File: src/rtl/active_list_recovery_walker_pkg.sv
// Shared types and constants for the active list recovery walker.
package active_list_recovery_walker_pkg;

    // Default instantiation parameters (match the active list build).
    localparam int ENTRY_NUM_DEF = 64;
    localparam int WIDTH_DEF     = 4;
    localparam int DATA_BITS_DEF = 32;

    // Walker FSM encoding.
    typedef logic [1:0] walker_state_t;
    localparam logic [1:0] IDLE = 2'd0;
    localparam logic [1:0] WALK = 2'd1;
    localparam logic [1:0] DONE = 2'd2;

    // Counter and entry types at default parameters.
    typedef logic [$clog2(ENTRY_NUM_DEF+1)-1:0] walk_count_t;
    typedef logic [$clog2(WIDTH_DEF+1)-1:0]     pop_count_t;
    typedef walk_count_t                        active_list_count_t;
    typedef logic [DATA_BITS_DEF-1:0]           active_list_entry_t;

endpackage

File: src/rtl/active_list_recovery_walker_if.sv
// Recovery-walk bus between the recovery manager / active list and the walker.
interface active_list_recovery_walker_if
    import active_list_recovery_walker_pkg::*;
#(
    parameter int ENTRY_NUM = ENTRY_NUM_DEF,
    parameter int WIDTH     = WIDTH_DEF,
    parameter int DATA_BITS = DATA_BITS_DEF
);
    localparam int CW = $clog2(ENTRY_NUM + 1);
    localparam int PW = $clog2(WIDTH + 1);

    logic                              start;
    logic [CW-1:0]                     entryNum;
    logic                              hold;
    logic [WIDTH-1:0][DATA_BITS-1:0]   readData;
    logic [PW-1:0]                     popTailNum;
    logic [WIDTH-1:0]                  restoreValid;
    logic [WIDTH-1:0][DATA_BITS-1:0]   restoreData;
    logic                              busy;
    logic                              done;

    modport master (
        output start, entryNum, hold, readData,
        input  popTailNum, restoreValid, restoreData, busy, done
    );

    modport slave (
        input  start, entryNum, hold, readData,
        output popTailNum, restoreValid, restoreData, busy, done
    );

endinterface

File: src/rtl/active_list_recovery_walker.sv
// Pops squashed entries off the active list tail, up to WIDTH per cycle,
// and forwards them youngest-first to rename-map / free-list restore.
module active_list_recovery_walker
    import active_list_recovery_walker_pkg::*;
#(
    parameter int ENTRY_NUM = ENTRY_NUM_DEF,
    parameter int WIDTH     = WIDTH_DEF,
    parameter int DATA_BITS = DATA_BITS_DEF
) (
    input  logic                          clk,
    input  logic                          rst,
    active_list_recovery_walker_if.slave  bus
);
    localparam int CW = $clog2(ENTRY_NUM + 1);
    localparam int PW = $clog2(WIDTH + 1);

    walker_state_t  state;
    logic [CW-1:0]  remaining;
    logic [CW-1:0]  remaining_next;
    logic [CW-1:0]  entry_sat;
    logic [PW-1:0]  pop;
    logic           walking;

    // Out-of-range counts clamp to the list depth rather than over-popping.
    assign entry_sat = (bus.entryNum > CW'(ENTRY_NUM)) ? CW'(ENTRY_NUM) : bus.entryNum;

    // A restart suppresses the pop of the cycle it arrives in.
    assign walking        = (state == WALK) && !bus.hold && !bus.start;
    assign pop            = !walking ? '0 :
                            (remaining > CW'(WIDTH)) ? PW'(WIDTH) : PW'(remaining);
    assign remaining_next = remaining - CW'(pop);

    assign bus.popTailNum  = pop;
    assign bus.restoreData = bus.readData;
    assign bus.busy        = (state == WALK);
    assign bus.done        = (state == DONE);

    // Lane i is valid when it lies within this cycle's pop count.
    for (genvar i = 0; i < WIDTH; i++) begin : g_lane
        assign bus.restoreValid[i] = (PW'(i) < pop);
    end

    // Walk FSM and remaining-entry counter; start always wins.
    always_ff @(posedge clk or negedge rst) begin
        if (!rst) begin
            state     <= IDLE;
            remaining <= '0;
        end else if (bus.start) begin
            remaining <= entry_sat;
            state     <= (entry_sat == '0) ? DONE : WALK;
        end else begin
            case (state)
                WALK: begin
                    remaining <= remaining_next;
                    if (remaining_next == '0) state <= DONE;
                end
                DONE:    state <= IDLE;
                default: state <= IDLE;
            endcase
        end
    end

`ifndef RSD_SYNTHESIS
    logic [CW-1:0] popped_sum;
    logic [CW-1:0] walk_target;

    // Track entries popped since the latest start for the sum check.
    always_ff @(posedge clk or negedge rst) begin
        if (!rst) begin
            popped_sum  <= '0;
            walk_target <= '0;
        end else if (bus.start) begin
            popped_sum  <= '0;
            walk_target <= entry_sat;
        end else begin
            popped_sum  <= popped_sum + CW'(pop);
        end
    end

    // Range check on entryNum and exact-count check at completion.
    always @(posedge clk) begin
        if (rst) begin
            if (bus.start)
                assert (bus.entryNum <= CW'(ENTRY_NUM))
                    else $error("entryNum %0d exceeds ENTRY_NUM", bus.entryNum);
            if (state == DONE)
                assert (popped_sum == walk_target)
                    else $error("popped %0d entries, expected %0d", popped_sum, walk_target);
        end
    end
`endif

endmodule

File: src/flat_wrapper.sv
// flat-port wrapper written by rule: the top's interface ports become plain ports
module active_list_recovery_walker_flat import active_list_recovery_walker_pkg::*;
#(
    parameter int ENTRY_NUM = ENTRY_NUM_DEF,
    parameter int WIDTH     = WIDTH_DEF,
    parameter int DATA_BITS = DATA_BITS_DEF
)
  (clk, rst, bus_start, bus_entryNum, bus_hold, bus_readData, bus_popTailNum, bus_restoreValid, bus_restoreData, bus_busy, bus_done);
  active_list_recovery_walker_if #(.ENTRY_NUM(ENTRY_NUM), .WIDTH(WIDTH), .DATA_BITS(DATA_BITS)) bus_i ();
  input  logic clk;
  input  logic rst;
  input wire logic [$bits(bus_i.start)-1:0] bus_start;
  input wire logic [$bits(bus_i.entryNum)-1:0] bus_entryNum;
  input wire logic [$bits(bus_i.hold)-1:0] bus_hold;
  input wire logic [$bits(bus_i.readData)-1:0] bus_readData;
  output wire logic [$bits(bus_i.popTailNum)-1:0] bus_popTailNum;
  output wire logic [$bits(bus_i.restoreValid)-1:0] bus_restoreValid;
  output wire logic [$bits(bus_i.restoreData)-1:0] bus_restoreData;
  output wire logic [$bits(bus_i.busy)-1:0] bus_busy;
  output wire logic [$bits(bus_i.done)-1:0] bus_done;
  assign bus_i.start = bus_start;
  assign bus_i.entryNum = bus_entryNum;
  assign bus_i.hold = bus_hold;
  assign bus_i.readData = bus_readData;
  assign bus_popTailNum = bus_i.popTailNum;
  assign bus_restoreValid = bus_i.restoreValid;
  assign bus_restoreData = bus_i.restoreData;
  assign bus_busy = bus_i.busy;
  assign bus_done = bus_i.done;
  active_list_recovery_walker #(.ENTRY_NUM(ENTRY_NUM), .WIDTH(WIDTH), .DATA_BITS(DATA_BITS)) u_core (.clk(clk), .rst(rst), .bus(bus_i));
endmodule
File: config.mk
export PLATFORM = sky130hd
export DESIGN_NAME = active_list_recovery_walker_flat
export DESIGN_NICKNAME = d
export VERILOG_FILES = /design/src/rtl/active_list_recovery_walker_pkg.sv /design/src/rtl/active_list_recovery_walker_if.sv /design/src/rtl/active_list_recovery_walker.sv /design/src/flat_wrapper.sv
export SDC_FILE = /design/constraint.sdc
export NUM_CORES = 1
export LEC_CHECK = 0
export CAP_MARGIN = 5
export CORE_AREA = 3 3 105 107
export DETAILED_ROUTE_END_ITERATION = 10
export DIE_AREA = 0 0 108 110
export SYNTH_ARGS = -nofsm -noshare
export SYNTH_HDL_FRONTEND = slang
export SYNTH_SLANG_ARGS = --single-unit
export TNS_END_PERCENT = 20
File: constraint.sdc
create_clock -name clk -period 4.5 [get_ports clk]
set_clock_uncertainty 0.1 [all_clocks]
set_input_delay 0.9 -clock clk [delete_from_list [all_inputs] [get_ports clk]]
set_output_delay 0.9 -clock clk [all_outputs]
set_load 0.01 [all_outputs]
# Word level (Yosys, flattened, before mapping)

Index checks and enable logic that the tools add are counted.

Word-level logic and storage cells: 28
Output and inout bits: 137
Flip-flop bits (word level): 9
Input port bits: 139

Add/subtract/negate cells: 1
Muxes and demuxes: 9
Reductions and logical operators: 7
Equality and inequality tests: 3
$lt $le $gt $ge: 6

Operators by type and width:

| cell               | count |
|---|---|
| $mux 7             | 3 |
| $logic_not 7->1    | 2 |
| $mux 2             | 4 |
| $gt 7x3->1 const B | 1 |
| $gt 7x7->1 const B | 1 |
| $sub 7x3->7        | 1 |
| $lt 1x3->1 const A | 2 |
| $lt 2x3->1 const A | 2 |
| $mux 3             | 2 |
| $ne 3x2->1 const B | 1 |
| $eq 2x1->1 const B | 1 |
| $eq 2x2->1 const B | 1 |
| $logic_and 1x1->1  | 2 |
| $logic_not 1->1    | 2 |
| $reduce_bool 2->1  | 1 |

# Logic depth before layout (Yosys ltp)

Gate-level depths: netlist of the first run.

Depth after elaboration: 9
Depth in mapped cells: 11
Gate-level depth less buffers: 10

# Least setup slack after synthesis of the first run

OpenSTA, ideal clock, no wires.

Kind: input -> register
From: in bus_start
To: reg u_core.state[1]
Cell stages on the path: 10
Setup time: 63 ps
Slack: 1070 ps
Required time: 4337 ps
Data arrival time: 3266 ps
Path buffers: 1
Cell sequence: clkbuf_1 nor3_1 and3_1 ha_1 inv_1 fa_1 a21oi_1 nand3_1 a2111oi_2 a21bo_2

Word-level cells in the longest chain between the ends: 6
Elaborated cells between the ends (all ways): 7
Those cells by class: add/sub: 1; eq/ne: 1; mux: 2; reduce/logical: 3

Ends and longest elaborated chain:

| what                        | line                              | text |
|---|---|---|
| start, declared             | flat_wrapper.sv:12                | `input wire logic [$bits(bus_i.start)-1:0] bus_start;` |
| $logic_not 1->1             | active_list_recovery_walker.sv:28 | `assign walking = (state == WALK) && !bus.hold && !bus.start;` |
| $logic_and 1x1->1           | active_list_recovery_walker.sv:28 |  |
| $mux 3                      | active_list_recovery_walker.sv:29 | `assign pop = !walking ? '0 :` |
| via bus_popTailNum[0]       | flat_wrapper.sv:16                | `output wire logic [$bits(bus_i.popTailNum)-1:0] bus_popTailNum;` |
| $sub 7x3->7                 | active_list_recovery_walker.sv:31 | `assign remaining_next = remaining - CW'(pop);` |
| $logic_not 7->1             | active_list_recovery_walker.sv:55 | `if (remaining_next == '0) state <= DONE;` |
| $ne 3x2->1 (no source line) | -                                 |  |
| end signal, assigned        | active_list_recovery_walker.sv:50 | `state <= (entry_sat == '0) ? DONE : WALK;` |
| end, declared               | active_list_recovery_walker.sv:17 | `walker_state_t state;` |

The timed path passes the listed nets, and every way through them passes these cells.
A chain may end at the register's enable or synchronous reset.

# Final worst setup path of the first run

From: in bus_hold
To: out bus_popTailNum[1]

Word-level cells in the longest chain between the ends: 4

Ends and longest elaborated chain:

| what                            | line                              | text |
|---|---|---|
| start, declared                 | flat_wrapper.sv:14                | `input wire logic [$bits(bus_i.hold)-1:0] bus_hold;` |
| $logic_not 1->1                 | active_list_recovery_walker.sv:28 |  |
| $logic_and 1x1->1 (2 in series) | active_list_recovery_walker.sv:28 |  |
| $mux 3                          | active_list_recovery_walker.sv:29 |  |
| end, declared                   | flat_wrapper.sv:16                |  |

Every way passes these cells.

==> metrics.txt, run 1 <==
status finished, final reports clean; Max Root-Sink Buffers 2; M3 GR Usage between 5 and 6%; Post-Synth Adder-Cell Area 3.405%; initial core utilization between 15 and 20%; GR Overflow Total 0; dominant cell type by area after synthesis buf_4; crit path from bus_hold; post-synthesis mux area share less than 1%; initial antenna violation count 0; dominant cell by count in the synthesized netlist buf_4; Switching Fraction between 40% and 50%; period utilization between 80 and 90%; post-synthesis cell count ~210; CTS tree yes; Max-slew headroom 63.91%; synthesized area per cell just under 8 sq um; FF-to-FF Start u_core.state[1]$_DFFE_PN0P_; global-route usage over all layers between 5 and 6%; Clock power frac between 15 and 20%; Nets approximately 250; DR vias/cell about 3.4; Die Span Y 110 um; setup_tns 0 ps; Most Used Layer, Global Route met4; crit-path max FO 6; Max-Cap Viols 0; Reg area ~230 sq um; Routed Antenna Nets 0; CTS H-Tree Depth 1; via count ~820; Synth Area in Compound Gates under 10%; row cnt 37; Syn-to-layout area delta -34.42%; Critical Path End Type output pin; synth warn 0; Root Buffer clkbuf_8; WP data required 3500 ps; routability cong. between 0.8 and 0.9; mapped cell area 1690 sq um; Clk pin slew, worst setup/hold paths approximately 40 ps; ys flop type dfrtp_1; # fillers 1161; Die Area around 12000 sq um; net switching power figure roughly 0.00023 W; Reg2Reg Capture Point u_core.state[1]$_DFFE_PN0P_; CP Data Arrival Time ~2700 ps; pwr/cell area between 400 and 500 nW/um^2; IO Port Bufs 19; top cell type's share of synthesized area approximately 57%; LEAKAGE about 0.4 nW; HPWL after DPL 3019 um; layout cell share with drive strength beyond 1 8.654%; Place WS 644.4 ps; reg2reg setup slack 1300 ps; post-synth net total 357; Post-synth EDFFs 0; Clock Sinks 9; top cells by count, synth buf_4 (129), nand2_1 (11), dfrtp_1 (9); area of the multi-input gates between 400 and 500 sq um; Fin Hold WS between 500 and 600 ps; VDD IR max roughly 0.1 mV; final hold violations 0; combinational power share between 50% and 60%; end of the critical path bus_popTailNum[1]; ys async rst share between 90% and 100%; setup violators final 0; Post-CTS Hold Buffers 0; CTS resizes 0; Reg power frac around 28%; synth top area cells buf_4 (57%), dfrtp_1 (13%), nand2_1 (2.4%); crit start category input pin; total I/O pin count 276; M1 GR Usage around 5.0%; DR iter-0 viols 52; DR DRC count 0; Final Cell Area 1109 sq um; # diodes 0; Simple-Gate Fraction of Synth Area around 11%; first-pass GRT wire length 5009 um; min Tclk post-route 3721 ps; Yosys reg bits 9; R2R cell count 10; DRT Wirelength around 3600 um; Post-Synth XOR/XNOR Area between 3 and 4%; Pre-Repair DR Iteration Count 4; Core ar. about 10000 sq um; worst slew pin tran 537.2 ps; Final WS setup between 700 and 800 ps; Wirelength per Cell 14.87 um; placed cell area roughly 1100 sq um; CTS buffer count 3; crit path kind input pin to output pin; unique cell type count in the Yosys netlist 35; clk_lat worst skew 230 ps; largest family of logic cells by synthesized area buffers and inverters; # Post-CTS Setup Buffers 0; Internal ~0.00031 W; met2 GRT Util 6.794%; Hold Crit Depth 2; min-delay worst type flip-flop to flip-flop; Final Util a little over a tenth; RSZ-0062 raised after global routing no; Fmax roughly 0.27 GHz; register area share after synthesis around an eighth; Slew Viols, Final 0; vias in the first global route approximately 820; largest net degree at the start of global routing 19; Die W around 110 um
-- placed cells by master, fill, tap and decap left out --
| master | n |
|---|---|
| a2111oi_2 | 1 |
| a211oi_1 | 1 |
| a21bo_2 | 1 |
| a21boi_0 | 1 |
| a21o_1 | 1 |
| a21o_2 | 1 |
| a21oi_1 | 5 |
| and3_1 | 1 |
| buf_4 | 1 |
| clkbuf_1 | 1 |
| clkbuf_8 | 3 |
| clkdlybuf4s50_1 | 19 |
| dfrtp_1 | 9 |
| fa_1 | 1 |
| ha_1 | 3 |
| inv_1 | 5 |
| mux2i_1 | 1 |
| nand2_1 | 11 |
| nand2b_1 | 1 |
| nand3_1 | 4 |
| nand3b_1 | 1 |
| nand4_1 | 1 |
| nand4b_1 | 1 |
| nor2_1 | 3 |
| nor2b_1 | 1 |
| nor3_1 | 3 |
| nor3b_1 | 2 |
| nor4_1 | 1 |
| nor4b_1 | 1 |
| o21a_1 | 1 |
| o21ai_0 | 3 |
| o22ai_1 | 6 |
| o31a_1 | 1 |
| or3_4 | 2 |
| xnor2_1 | 2 |
| xor2_1 | 4 |
-- area by class of cell --
type / instances / area share [%]
multi-input combinational: 66 / 40.75
sequential: 9 / 20.32
timing repair buffer: 20 / 17.83
tap: 136 / 15.35
clock buffer: 4 / 4.063
inverter: 5 / 1.693
-- cell families (layout without fill, tap and decap cells) --
group / after synthesis / in the layout
mux: 1 / 1
buf+inv: 139 / 29
xor+xnor: 6 / 6
flops: 9 / 9
simple gates: 33 / 33
compound gates: 22 / 22
fa+ha+maj: 4 / 4
-- through the flow --
step / instances / total power, W
finish: 240 / 0.0005421
global route: 240 / 0.0005950
CTS: 240 / 0.0005472
detailed placement: 236 / 0.0004471
global placement: 236 / 0.0004429
floorplan: 214 / 0.0004859
-- power by group through the flow --
stage	sequential (W)	clock [W]	combinational [W]
after floorplan	0.000135	0	0.000351
after global placement	0.000149	0	0.000294
after detailed placement	0.000150	0	0.000297
after CTS	0.000149	0.0000971	0.000301
after global routing	0.000155	0.000101	0.000339
final	0.000151	0.0000919	0.000299
-- worst max-delay path: stages --
cell             delay (ps)
clkdlybuf4s50_1         430
nor3_1                  490
nand3_1                 260
inv_1                    90
clkdlybuf4s50_1         550
-- state kept, by name, indices dropped and copies added, names as in the netlist --
register and flops:
u_core.state 2, u_core.remaining 7
-- per-layer routing --
layer,wire length (um),vias to the layer above
met3,753,44
li1,-,342
met2,1367,73
met4,309,0
met5,0,-
met1,1138,360
-- worst min path at each step --
stage / startpoint / endpoint / slack (ps)
after floorplan: u_core.remaining[2]$_DFFE_PN0P_ / u_core.remaining[2]$_DFFE_PN0P_ / 480
after global placement: u_core.remaining[2]$_DFFE_PN0P_ / u_core.remaining[2]$_DFFE_PN0P_ / 530
after detailed placement: u_core.remaining[2]$_DFFE_PN0P_ / u_core.remaining[2]$_DFFE_PN0P_ / 550
after CTS: u_core.remaining[2]$_DFFE_PN0P_ / u_core.remaining[2]$_DFFE_PN0P_ / 560
after global routing: u_core.remaining[2]$_DFFE_PN0P_ / u_core.remaining[2]$_DFFE_PN0P_ / 590
final: u_core.remaining[2]$_DFFE_PN0P_ / u_core.remaining[2]$_DFFE_PN0P_ / 550
Note: power is estimated with default switching activity, not from simulation.
==> run 2, diff against run 1 <==
--- a/config.mk
+++ b/config.mk
@@ -6,9 +6,9 @@
 export NUM_CORES = 1
 export LEC_CHECK = 0
 export CAP_MARGIN = 5
-export CORE_AREA = 3 3 105 107
+export CORE_AREA = 3 3 106 108
 export DETAILED_ROUTE_END_ITERATION = 10
-export DIE_AREA = 0 0 108 110
+export DIE_AREA = 0 0 109 111
 export SYNTH_ARGS = -nofsm -noshare
 export SYNTH_HDL_FRONTEND = slang
 export SYNTH_SLANG_ARGS = --single-unit
==> constraint.sdc (replaced) <==
create_clock -name clk -period 3.9 [get_ports clk]
set_clock_uncertainty 0.1 [all_clocks]
set_input_delay 0.78 -clock clk [delete_from_list [all_inputs] [get_ports clk]]
set_output_delay 0.78 -clock clk [all_outputs]
set_load 0.01 [all_outputs]
==> run 2 against run 1 <==
Against the previous run: hold slack worse by 24 ps; cell count is 0.42% higher; global-route usage is 1.4 points higher; die area is 1.8% higher; combinational power is 15% higher; setup slack worse by 190 ps; critical path depth is 1 higher; total power is 15% higher; sequential share of layout area is 0.14 points lower; register-to-register slack worse by 640 ps.
==> metrics.txt, run 2 (synthesis gave the netlist of run 1 again) <==
Routed Antenna Nets 0 (unchanged); # diodes 0 (unchanged); Critical Path End Type output pin (unchanged); WP buf/inv 4 (was 3); # Post-CTS Setup Buffers 0 (unchanged); delay-heaviest family, CP buffers and inverters (unchanged); Post-CTS Hold Buffers 0 (unchanged); R2R cell count 10 (unchanged); final hold violations 0 (unchanged); Die W 109 um (was 108 um); vias in the first global route 898 (was 815); routability cong. 0.8223 (was 0.8111); CTS tree yes (unchanged); Wirelength per Cell 18.32 um (was 14.87 um); Final WS setup 590.3 ps (was 779.1 ps); Clock Sinks 9 (unchanged); Fin Hold WS 530.2 ps (was 554.0 ps); FF-to-FF Start u_core.remaining[3]$_DFFE_PN0P_ (was u_core.state[1]$_DFFE_PN0P_); CTS H-Tree Depth 1 (unchanged); Core ar. 10320 sq um (was 10230 sq um); VDD IR max 0.1469 mV (was 0.09715 mV); WP data required 3020 ps (was 3500 ps); most used cell along the critical path clkdlybuf4s50_1 (unchanged); Final Util 10.81% (was 10.84%); Hold Path Sink u_core.remaining[2]$_DFFE_PN0P_ (unchanged); Reg area 225.2 sq um (unchanged); CP Data Arrival Time 2430 ps (was 2720 ps); commonest non-fill, non-tap cells in the layout clkdlybuf4s50_1 (19), nand2_1 (11), dfrtp_1 (9), o22ai_1 (6) (unchanged); Die Span Y 111 um (was 110 um); clk_lat worst skew 230 ps (about the same); DR DRC count 0 (unchanged); Max Root-Sink Buffers 2 (unchanged); Clk pin slew, worst setup/hold paths 40 ps (about the same); max reg flops 7 (unchanged); setup violators final 0 (unchanged); setup_tns 0 ps (unchanged); Reg power frac 27.1% (was 27.8%); area of the multi-input gates 451.7 sq um (unchanged); Regs by FF count u_core.remaining (7), u_core.state (2) (unchanged); first-pass GRT wire length 6230 um (was 5009 um); Fmax approximately 0.3 GHz; Syn-to-layout area delta -33.97% (was -34.42%); min-delay worst type flip-flop to flip-flop (unchanged); crit path from bus_start (was bus_hold); combinational power share 55.4% (was 55.2%); crit-path max cell delay 540 ps (was 550 ps); initial antenna violation count 0 (unchanged); commonest non-fill, non-tap cell in the layout clkdlybuf4s50_1 (unchanged); crit start category input pin (unchanged); total I/O pin count 276 (unchanged); Place WS 335.1 ps (was 644.4 ps); Max-Cap Viols 0 (unchanged); RSZ-0062 raised after global routing no (unchanged); Nets 249 (was 248); CTS resizes 0 (unchanged); crit path kind input pin to output pin (unchanged); Slew Viols, Final 0 (unchanged); Switching Fraction 41.66% (was 42.20%); Hold Crit Depth 2 (unchanged); IO Port Bufs 19 (unchanged); worst slew pin tran 409.4 ps (was 537.2 ps); Top reg by flops u_core.remaining (unchanged); # fillers 1182 (was 1161); Total Power 0.0006233 W (was 0.0005421 W); Root Buffer clkbuf_8 (unchanged); crit-path max FO 5 (was 6); GR Overflow Total 0 (unchanged); status finished, final reports clean (unchanged); LEAKAGE 0.4067 nW (was 0.4016 nW); global-route usage over all layers 7.166% (was 5.736%); net switching power figure 0.0002597 W (was 0.0002288 W); via count 862 (was 819); DR iter-0 viols 39 (was 52); hold path start u_core.remaining[2]$_DFFE_PN0P_ (unchanged); initial core utilization 16.37% (was 16.52%); Pre-Repair DR Iteration Count 4 (unchanged); layout cell share with drive strength beyond 1 9.524% (was 8.654%); min Tclk post-route between 3000 and 4000 ps; CP max-delay cell clkdlybuf4s50_1 (unchanged); HPWL after DPL 3952 um (was 3019 um); Max-slew headroom 72.62% (was 63.91%); row cnt 37 (unchanged); Die Area 12100 sq um (was 11880 sq um); reg2reg setup slack 660 ps (was 1300 ps); largest net degree at the start of global routing 19 (unchanged); Internal 0.0003636 W (was 0.0003133 W); period utilization about 85%; DR vias/cell 3.577 (was 3.413); critical path, cell by cell clkdlybuf4s50_1, nor3_1, buf_4, nand3_1, inv_1, clkdlybuf4s50_1 (was clkdlybuf4s50_1, nor3_1, nand3_1, inv_1, clkdlybuf4s50_1); Clock power frac 17.5% (was 16.9%); DRT Wirelength 4415 um (was 3568 um); pwr/cell area 558.5 nW/um^2 (was 489.0 nW/um^2); CTS buffer count 3 (unchanged); Reg2Reg Capture Point u_core.state[1]$_DFFE_PN0P_ (unchanged)
==> run 2: worst max-delay path by stage <==
stage                                  end  slack [ps]  depth (start not counted)
5_1_grt        u_core.state[1]$_DFFE_PN0P_         370                          9
4_1_cts                  bus_popTailNum[1]         520                          6
3_5_place_dp   u_core.state[1]$_DFFE_PN0P_         340                          9
3_3_place_gp   u_core.state[1]$_DFFE_PN0P_         440                         10
6_report                 bus_popTailNum[1]         590                          6
2_1_floorplan  u_core.state[1]$_DFFE_PN0P_         590                         10
==> run 2: routing by layer <==
| layer | track usage [%] | share of wire (%) |
|---|---|---|
| met5 | 0 | 0 |
| met4 | 5.976 | 6.7 |
| met3 | 8.154 | 26 |
| met2 | 10.93 | 46 |
| met1 | 4.382 | 21 |
==> run 2: per-stage QoR <==
stage | instances | instance area (sq um)
floorplan | 214 | 1690
global placement | 237 | 1071
detailed placement | 237 | 1071
CTS | 241 | 1116
global route | 241 | 1116
finish | 241 | 1116
==> run 2: cell type report <==
| cell class | instances | share of cell area (%) |
|---|---|---|
| well taps | 136 | 15.25 |
| multi-input cells | 66 | 40.47 |
| flip-flops and latches | 9 | 20.18 |
| clock buffers | 4 | 4.036 |
| repair buffers | 21 | 18.39 |
| inverters | 5 | 1.682 |
==> run 2: power groups by stage <==
stage / Combinational, W / Clock, W / Sequential, W
final: 0.000345 / 0.000109 / 0.000169
after global routing: 0.000393 / 0.000119 / 0.000176
after CTS: 0.000348 / 0.000111 / 0.000169
after detailed placement: 0.000345 / 0 / 0.000170
after global placement: 0.000342 / 0 / 0.000171
after floorplan: 0.000405 / 0 / 0.000155
==> run 2: tightest hold or removal path, delay by kind of cell (launching register included) <==
family	cells	cell delay, ps
AOI/OAI and AO/OA	2	200
DFF	1	380
==> run 3, diff against run 2 <==
==> constraint.sdc (replaced) <==
create_clock -name clk -period 3.4 [get_ports clk]
set_clock_uncertainty 0.1 [all_clocks]
set_input_delay 0.68 -clock clk [delete_from_list [all_inputs] [get_ports clk]]
set_output_delay 0.68 -clock clk [all_outputs]
set_load 0.01 [all_outputs]
==> run 3 against run 2 <==
Against the previous run: register-to-register slack worse by 320 ps; critical path depth did not move; sequential share of layout area shrank 0.49 points; total power up 20%; highest routed layer unchanged; count of clock-buffer cells in the layout unchanged; largest power group unchanged; wire length rose by 4.4%; largest cell class unchanged; clock power up 18%; combinational power grew 21%; via count shrank 0.12%; critical path type unchanged.
==> metrics.txt, run 3 (synthesis gave the netlist of run 1 again) <==
Die W 109 um (unchanged); delay-heaviest family, CP buffers and inverters (unchanged); Die Area 12100 sq um (unchanged); Reg power frac 26.4% (was 27.1%); RSZ-0062 raised after global routing no (unchanged); period utilization between 90% and 100%; WP data required 2620 ps (was 3020 ps); initial antenna violation count 0 (unchanged); final hold violations 0 (unchanged); CTS buffer count 3 (unchanged); Final WS setup 238.7 ps (was 590.3 ps); max reg flops 7 (unchanged); Internal 0.0004293 W (was 0.0003636 W); vias in the first global route 940 (was 898); status finished, final reports clean (unchanged); commonest non-fill, non-tap cells in the layout clkdlybuf4s50_1 (19), nand2_1 (11), dfrtp_1 (9), o22ai_1 (6) (unchanged); # Post-CTS Setup Buffers 0 (unchanged); min Tclk post-route ~3200 ps; crit start category input pin (unchanged); M1 GR Usage 4.838% (was 4.382%); Most Used Layer, Global Route met2 (unchanged); CP max-delay cell clkdlybuf4s50_1 (unchanged); commonest non-fill, non-tap cell in the layout clkdlybuf4s50_1 (unchanged); Clock Sinks 9 (unchanged); Fin Hold WS 534.4 ps (was 530.2 ps); initial core utilization 16.37% (unchanged); Clock power frac 17.3% (was 17.5%); Wirelength per Cell 18.89 um (was 18.32 um); Place WS 34.62 ps (was 335.1 ps); setup violators final 0 (unchanged); combinational power share 56.3% (was 55.4%); via count 861 (was 862); Pre-Repair DR Iteration Count 4 (unchanged); WP buf/inv 4 (unchanged); Die Span Y 111 um (unchanged); Max Root-Sink Buffers 2 (unchanged); total I/O pin count 276 (unchanged); CTS resizes 0 (unchanged); Switching Fraction 42.37% (was 41.66%); crit-path max FO 5 (unchanged); Max-Cap Viols 0 (unchanged); CTS H-Tree Depth 1 (unchanged); Routed Antenna Nets 0 (unchanged); # diodes 0 (unchanged); Core ar. 10320 sq um (unchanged); net switching power figure 0.0003156 W (was 0.0002597 W); IO Port Bufs 19 (unchanged); GR Overflow Total 0 (unchanged); global-route usage over all layers 7.462% (was 7.166%); layout cell share with drive strength beyond 1 12.96% (was 9.524%); Post-CTS Hold Buffers 0 (unchanged); DR iter-0 viols 75 (was 39); Top reg by flops u_core.remaining (unchanged); row cnt 37 (unchanged); Syn-to-layout area delta -32.35% (was -33.97%); critical path, cell by cell clkdlybuf4s50_1, nor3_1, buf_4, nand3_1, inv_1, clkdlybuf4s50_1 (unchanged); Fmax between 0.3 and 0.4 GHz; setup_tns 0 ps (unchanged); Clk pin slew, worst setup/hold paths 50 ps (was 40 ps); crit-path max cell delay 550 ps (was 540 ps); min-delay worst type flip-flop to flip-flop (unchanged); DRT Wirelength 4609 um (was 4415 um); Max-slew headroom 68.19% (was 72.62%); crit path kind input pin to output pin (unchanged); Slew Viols, Final 0 (unchanged); VDD IR max 0.1787 mV (was 0.1469 mV); Nets 252 (was 249); dpl cells 240 (was 237); routability cong. 0.8534 (was 0.8223); CTS tree yes (unchanged); Final Cell Area 1144 sq um (was 1116 sq um); HPWL after DPL 4053 um (was 3952 um); worst slew pin tran 470.5 ps (was 409.4 ps); Regs by FF count u_core.remaining (7), u_core.state (2) (unchanged); pwr/cell area 651.4 nW/um^2 (was 558.5 nW/um^2); largest net degree at the start of global routing 19 (unchanged); LEAKAGE 0.4231 nW (was 0.4067 nW); met2 GRT Util 11.63% (was 10.93%); most used cell along the critical path clkdlybuf4s50_1 (unchanged); DR vias/cell 3.529 (was 3.577); CP Data Arrival Time 2380 ps (was 2430 ps); placed cell area 1094 sq um (was 1071 sq um); DR DRC count 0 (unchanged); first-pass GRT wire length 6486 um (was 6230 um); M3 GR Usage 7.863% (was 8.154%); Critical Path End Type output pin (unchanged); fin cells 244 (was 241); clk_lat worst skew 240 ps (was 230 ps); Root Buffer clkbuf_8 (unchanged)
run 3: cell types whose count changed in the layout (fill, tap and decap cells not counted):
cell / change
nor3_1: -1
nor3_2: +1
buf_4: +3
run 3: worst paths after layout:
kind                                                 startpoint                               to  slack (ps)  cells past startpoint
worst max-delay path                                  bus_start                bus_popTailNum[1]         240                      6
worst min-delay path            u_core.remaining[0]$_DFFE_PN0P_  u_core.remaining[0]$_DFFE_PN0P_         530                      2
worst max register to register  u_core.remaining[3]$_DFFE_PN0P_      u_core.state[1]$_DFFE_PN0P_         340                     11
worst min register to register  u_core.remaining[0]$_DFFE_PN0P_  u_core.remaining[0]$_DFFE_PN0P_         530                      2
max in group asynchronous                                   rst      u_core.state[0]$_DFFE_PN0P_        2240                      1
min in group asynchronous                                   rst  u_core.remaining[1]$_DFFE_PN0P_         650                      1
run 3: worst register-to-register path, delay by kind of cell, from the launching register on:
kind | cells | cell delay, ps
AOI/OAI and AO/OA | 3 | 620
xor gates and xnor gates | 1 | 140
adders and majority gates | 2 | 560
buffers and inverters | 2 | 220
DFF | 1 | 450
and+or+nand+nor | 3 | 860
run 3: power groups by stage:
stage	combinational, W	clock [W]	sequential (W)
floorplan	0.000465	0	0.000178
global placement	0.000405	0	0.000195
detailed placement	0.000413	0	0.000195
CTS	0.000417	0.000132	0.000194
global route	0.000464	0.000136	0.000205
finish	0.000419	0.000129	0.000197
run 3: through the flow:
step,power [W],utilization [%]
after CTS,0.0007428,11.03
after global placement,0.0006003,10.59
after detailed placement,0.0006082,10.59
after global routing,0.0008049,11.08
final,0.0007449,11.08
after floorplan,0.0006431,-
run 3: area by class of cell:
| cell class | count | area (sq um) |
|---|---|---|
| timing repair buffer | 24 | 227.7 |
| sequential | 9 | 225.2 |
| clock buffer | 4 | 45.04 |
| multi-input combinational | 66 | 456.7 |
| fill | 1189 | 9180 |
| tap | 136 | 170.2 |
| inverter | 5 | 18.77 |
run 3: metal layers:
layer	part of all wire [%]	wire length, um
met5	0	0
met4	6.5	300
met3	24	1098
met2	47	2149
met1	23	1061
==> RTL edit 1: new RTL, flow settings as in run 3 <==
Reset style: synchronous (`rst`), changed in 2 clocked blocks.
--- a/src/rtl/active_list_recovery_walker.sv
+++ b/src/rtl/active_list_recovery_walker.sv
@@ -43,3 +43,3 @@
     // Walk FSM and remaining-entry counter; start always wins.
-    always_ff @(posedge clk or negedge rst) begin
+    always_ff @(posedge clk) begin
         if (!rst) begin
@@ -67,3 +67,3 @@
     // Track entries popped since the latest start for the sum check.
-    always_ff @(posedge clk or negedge rst) begin
+    always_ff @(posedge clk) begin
         if (!rst) begin
Behaviour: differs if rst is asserted again (counterexample within 4 cycles, from zero or initial values and one cycle with rst low); with rst held inactive, the same outputs for 10 cycles.
==> RTL edit 1 against run 3 <==
Setup slack improved by 0.016 ns; wire length fell by 23%; sequential share of layout area is 4.4 points lower; sequential cell count did not move; register-to-register slack better by 0.05 ns; design area increased by 3.0%; synthesized area about the same; highest routed layer unchanged.
Power is not compared: it rests on default switching activity, and its combinational part moved more than twofold at a synthesized area within 25%.
==> RTL edit 1: results (changes against run 3) <==
* Vias in the first global route at 1030 (was 940)
* Mapped Nets at 369 (was 357)
* Top_reg_cell synth: sky130_fd_sc_hd__dfxtp_1 (was sky130_fd_sc_hd__dfrtp_1)
* Commonest cells in the netlist: sky130_fd_sc_hd__buf_4 (129), sky130_fd_sc_hd__nand2_1 (11), sky130_fd_sc_hd__dfxtp_1 (9) (was sky130_fd_sc_hd__buf_4 (129), sky130_fd_sc_hd__nand2_1 (11), sky130_fd_sc_hd__dfrtp_1 (9))
* Adder-Cell Fraction of Synth Area at 3.402% (was 3.405%)
* Delay of the slowest critical-path stage at 0.53 ns (was 0.55 ns)
* Total number of vias at 919 (was 861)
* Met2 routing resource usage after global routing at 8.640% (was 11.63%)
* Initial DRC Count at 33 (was 75)
* Final-stage net count at 267 (was 252)
* Sum of routed wire segments on met1 at 1035 µm (was 1061 µm)
* Post-placement worst setup slack at -0.04875 ns (was 0.03462 ns)
* Routed wl met3 at 564 µm (was 1098 µm)
* Final critical path time including I/O delays and setup at 3.145 ns (was 3.161 ns)
* Number of ordinary and repair buffers in the finished layout at 25 (was 24)
* Status: finished clean (unchanged)
* WL per Instance at 13.78 µm (was 18.89 µm)
* Number of instances in the synthesized netlist at 226 (was 214)
* Area share of xor/xnor cells in the synthesized design at 3.107% (was 3.109%)
* Signal inverters at 7 (was 5)
* Fraction of the yosys area taken by sequential cells at 10.65% (was 13.32%)
* Capture instance of the worst register-to-register path: u_core.state[1] (unchanged)
* Count of multi-input combinational gates at 78 (was 66)
* Drt pass-1 iters at 5 (was 4)
* Proportion of synthesized area in mux cells at 0.5917% (was 0.5922%)
* Post-route insts no fill at 259 (was 244)
* Cell depth of the worst hold path at 2 (unchanged)
* Fill cell instance count of the final layout at 1186 (was 1189)
* Total placed instance area at 1117 µm² (was 1094 µm²)
* Compound-Gate Fraction of Synth Area at 9.615% (was 8.882%)
* Half-perimeter wire length of the detailed placement result at 3000 µm (was 4053 µm)
* Post-Layout Inst Area at 1177 µm² (was 1144 µm²)
* Seq/total area at 15.30% (was 19.69%)
* Fraction of final layout cells with drive strength greater than 1 at 11.38% (was 12.96%)
* Endpoint arrival time on the critical path at 2.36 ns (was 2.38 ns)
* Cell types occupying the most area after synthesis: sky130_fd_sc_hd__buf_4 (57%), sky130_fd_sc_hd__dfxtp_1 (11%), sky130_fd_sc_hd__nand2_1 (2.4%) (was sky130_fd_sc_hd__buf_4 (57%), sky130_fd_sc_hd__dfrtp_1 (13%), sky130_fd_sc_hd__nand2_1 (2.4%))
* Pin count of the biggest net entering global routing at 13 (was 19)
* Startpoint of the lowest-slack register-to-register path: u_core.remaining[4] (was u_core.remaining[3])
* Non-clock buffer share of cell area at 19.98% (was 19.91%)
* Global-route track usage on met1 at 4.609% (was 4.838%)
* Multi-input logic portion of the cell area at 44.21% (was 39.93%)
* Layout clock area frac at 3.826% (was 3.939%)
[RTL edit 1: worst max-delay path, delay by kind of cell]
| kind | cells | cell delay (ns) |
|---|---|---|
| buf+inv | 5 | 1.37 |
| simple gates | 2 | 0.32 |
[RTL edit 1: power groups by stage]
stage | sequential [mW] | clock (mW) | combinational [mW]
after detailed placement | 0.122 | 0 | 0.0891
after floorplan | 0.120 | 0 | 0.209
after global routing | 0.122 | 0.133 | 0.101
final | 0.120 | 0.124 | 0.0905
after global placement | 0.122 | 0 | 0.0885
after CTS | 0.120 | 0.128 | 0.0899
[RTL edit 1: worst min-delay path by stage]
stage | from | end | slack, ns
floorplan | u_core.remaining[5] | u_core.remaining[5] | 0.47
global placement | u_core.remaining[5] | u_core.remaining[5] | 0.51
detailed placement | u_core.remaining[5] | u_core.remaining[5] | 0.52
CTS | u_core.remaining[5] | u_core.remaining[5] | 0.53
global route | u_core.remaining[5] | u_core.remaining[5] | 0.57
finish | u_core.remaining[5] | u_core.remaining[5] | 0.52
==> RTL edit 2: new RTL, config.mk and constraints of run 3 <==
Without the edit above. Change the package constant `DATA_BITS_DEF` from 32 to 16.
--- a/src/rtl/active_list_recovery_walker_pkg.sv
+++ b/src/rtl/active_list_recovery_walker_pkg.sv
@@ -6,3 +6,3 @@
     localparam int WIDTH_DEF     = 4;
-    localparam int DATA_BITS_DEF = 32;
+    localparam int DATA_BITS_DEF = 16;
 
Interface: changed (resized bus_readData and bus_restoreData); port bits go from 276 to 148. No check against the original RTL was run, so the function may have changed too.
==> RTL edit 2 against run 3 <==
Die area is the same; synthesized area shrank 28%; first-iteration DRC count shrank 11%; worst hold slack gained 0.0084 ns; design area shrank 0.77%; wire length shrank 45%; sequential cell count is the same; combinational power is essentially flat; power shrank 0.69%; setup slack gained 0.017 ns; count of clock-buffer cells in the layout is the same.
==> RTL edit 2: results (changes against run 3) <==
* Status: finished clean (unchanged)
* Clk. pwr at 0.125 mW (was 0.129 mW)
* Total placed instance area at 1086 µm² (was 1094 µm²)
* Placed cells at 239 (was 240)
* Routed vias/inst at 3.152 (was 3.529)
* Fraction of the yosys area taken by sequential cells at 18.61% (was 13.32%)
* Met2 wire len at 1077 µm (was 2149 µm)
* Cell types occupying the most area after synthesis: sky130_fd_sc_hd__buf_4 (40%), sky130_fd_sc_hd__dfrtp_1 (19%), sky130_fd_sc_hd__nand2_1 (3.4%) (was sky130_fd_sc_hd__buf_4 (57%), sky130_fd_sc_hd__dfrtp_1 (13%), sky130_fd_sc_hd__nand2_1 (2.4%))
* Endpoint arrival time on the critical path at 2.36 ns (was 2.38 ns)
* WL per Instance at 10.44 µm (was 18.89 µm)
* Global-route usage over all layers at 4.212% (was 7.462%)
* Mapped Nets at 229 (was 357)
* Proportion of synthesized area in mux cells at 0.8273% (was 0.5922%)
* First-pass GRT wire length at 3981 µm (was 6486 µm)
* Initial DRC Count at 67 (was 75)
* Post-layout power at 0.7398 mW (was 0.7449 mW)
* Clock slew at the register clock pins of the worst setup and hold paths at around 0.040 ns
* Pin count of the biggest net entering global routing at 19 (unchanged)
* Routed wl met3 at 223 µm (was 1098 µm)
* Met3 usage at 1.223% (was 7.863%)
* Routability-driven placement congestion ratio at 0.7414 (was 0.8534)
* Final count of negative-setup-slack endpoints at 0 (unchanged)
* Worst slack on hold paths at 0.5428 ns (was 0.5344 ns)
* Half-perimeter wire length of the detailed placement result at 2046 µm (was 4053 µm)
* Sum of routed wire segments on met1 at 1084 µm (was 1061 µm)
* Max VDD drop at 0.1475 mV (was 0.1787 mV)
* Total detailed-routing wirelength at 2536 µm (was 4609 µm)
* Vias in the first global route at 802 (was 940)
* Met2 routing resource usage after global routing at 5.938% (was 11.63%)
* Global-route track usage on met1 at 4.906% (was 4.838%)
* Period utilization at 92.49% (was 92.98%)
* Area share of xor/xnor cells in the synthesized design at 4.343% (was 3.109%)
* Adder-Cell Fraction of Synth Area at 4.757% (was 3.405%)
* Commonest cells in the netlist: sky130_fd_sc_hd__buf_4 (65), sky130_fd_sc_hd__nand2_1 (11), sky130_fd_sc_hd__dfrtp_1 (9) (was sky130_fd_sc_hd__buf_4 (129), sky130_fd_sc_hd__nand2_1 (11), sky130_fd_sc_hd__dfrtp_1 (9))
* Internal at 0.4291 mW (was 0.4293 mW)
* Setup slack of the worst register-to-register path at 0.26 ns (was 0.34 ns)
* Share of total power in sequential cells at 26.6% (was 26.4%)
* Post-placement worst setup slack at 0.007927 ns (was 0.03462 ns)
## RTL edit 2: area by class of cell
class / instances / area (µm²)
well taps: 136 / 170.2
clock buffers: 4 / 45.04
repair buffers: 23 / 220.2
flip-flops and latches: 9 / 225.2
fillers: 1188 / 9189
multi-input cells: 66 / 455.4
inverters: 5 / 18.77
## RTL edit 2: worst register-to-register path: stages (launching register included)
cell	delay, ns
sky130_fd_sc_hd__dfrtp_1	0.46
sky130_fd_sc_hd__or3_4	0.42
sky130_fd_sc_hd__nor3_1	0.30
sky130_fd_sc_hd__and3_1	0.25
sky130_fd_sc_hd__ha_1	0.17
sky130_fd_sc_hd__inv_1	0.05
sky130_fd_sc_hd__fa_1	0.42
sky130_fd_sc_hd__a21oi_2	0.24
sky130_fd_sc_hd__buf_4	0.16
sky130_fd_sc_hd__xor2_1	0.13
sky130_fd_sc_hd__o21ai_0	0.13
sky130_fd_sc_hd__a21bo_2	0.21
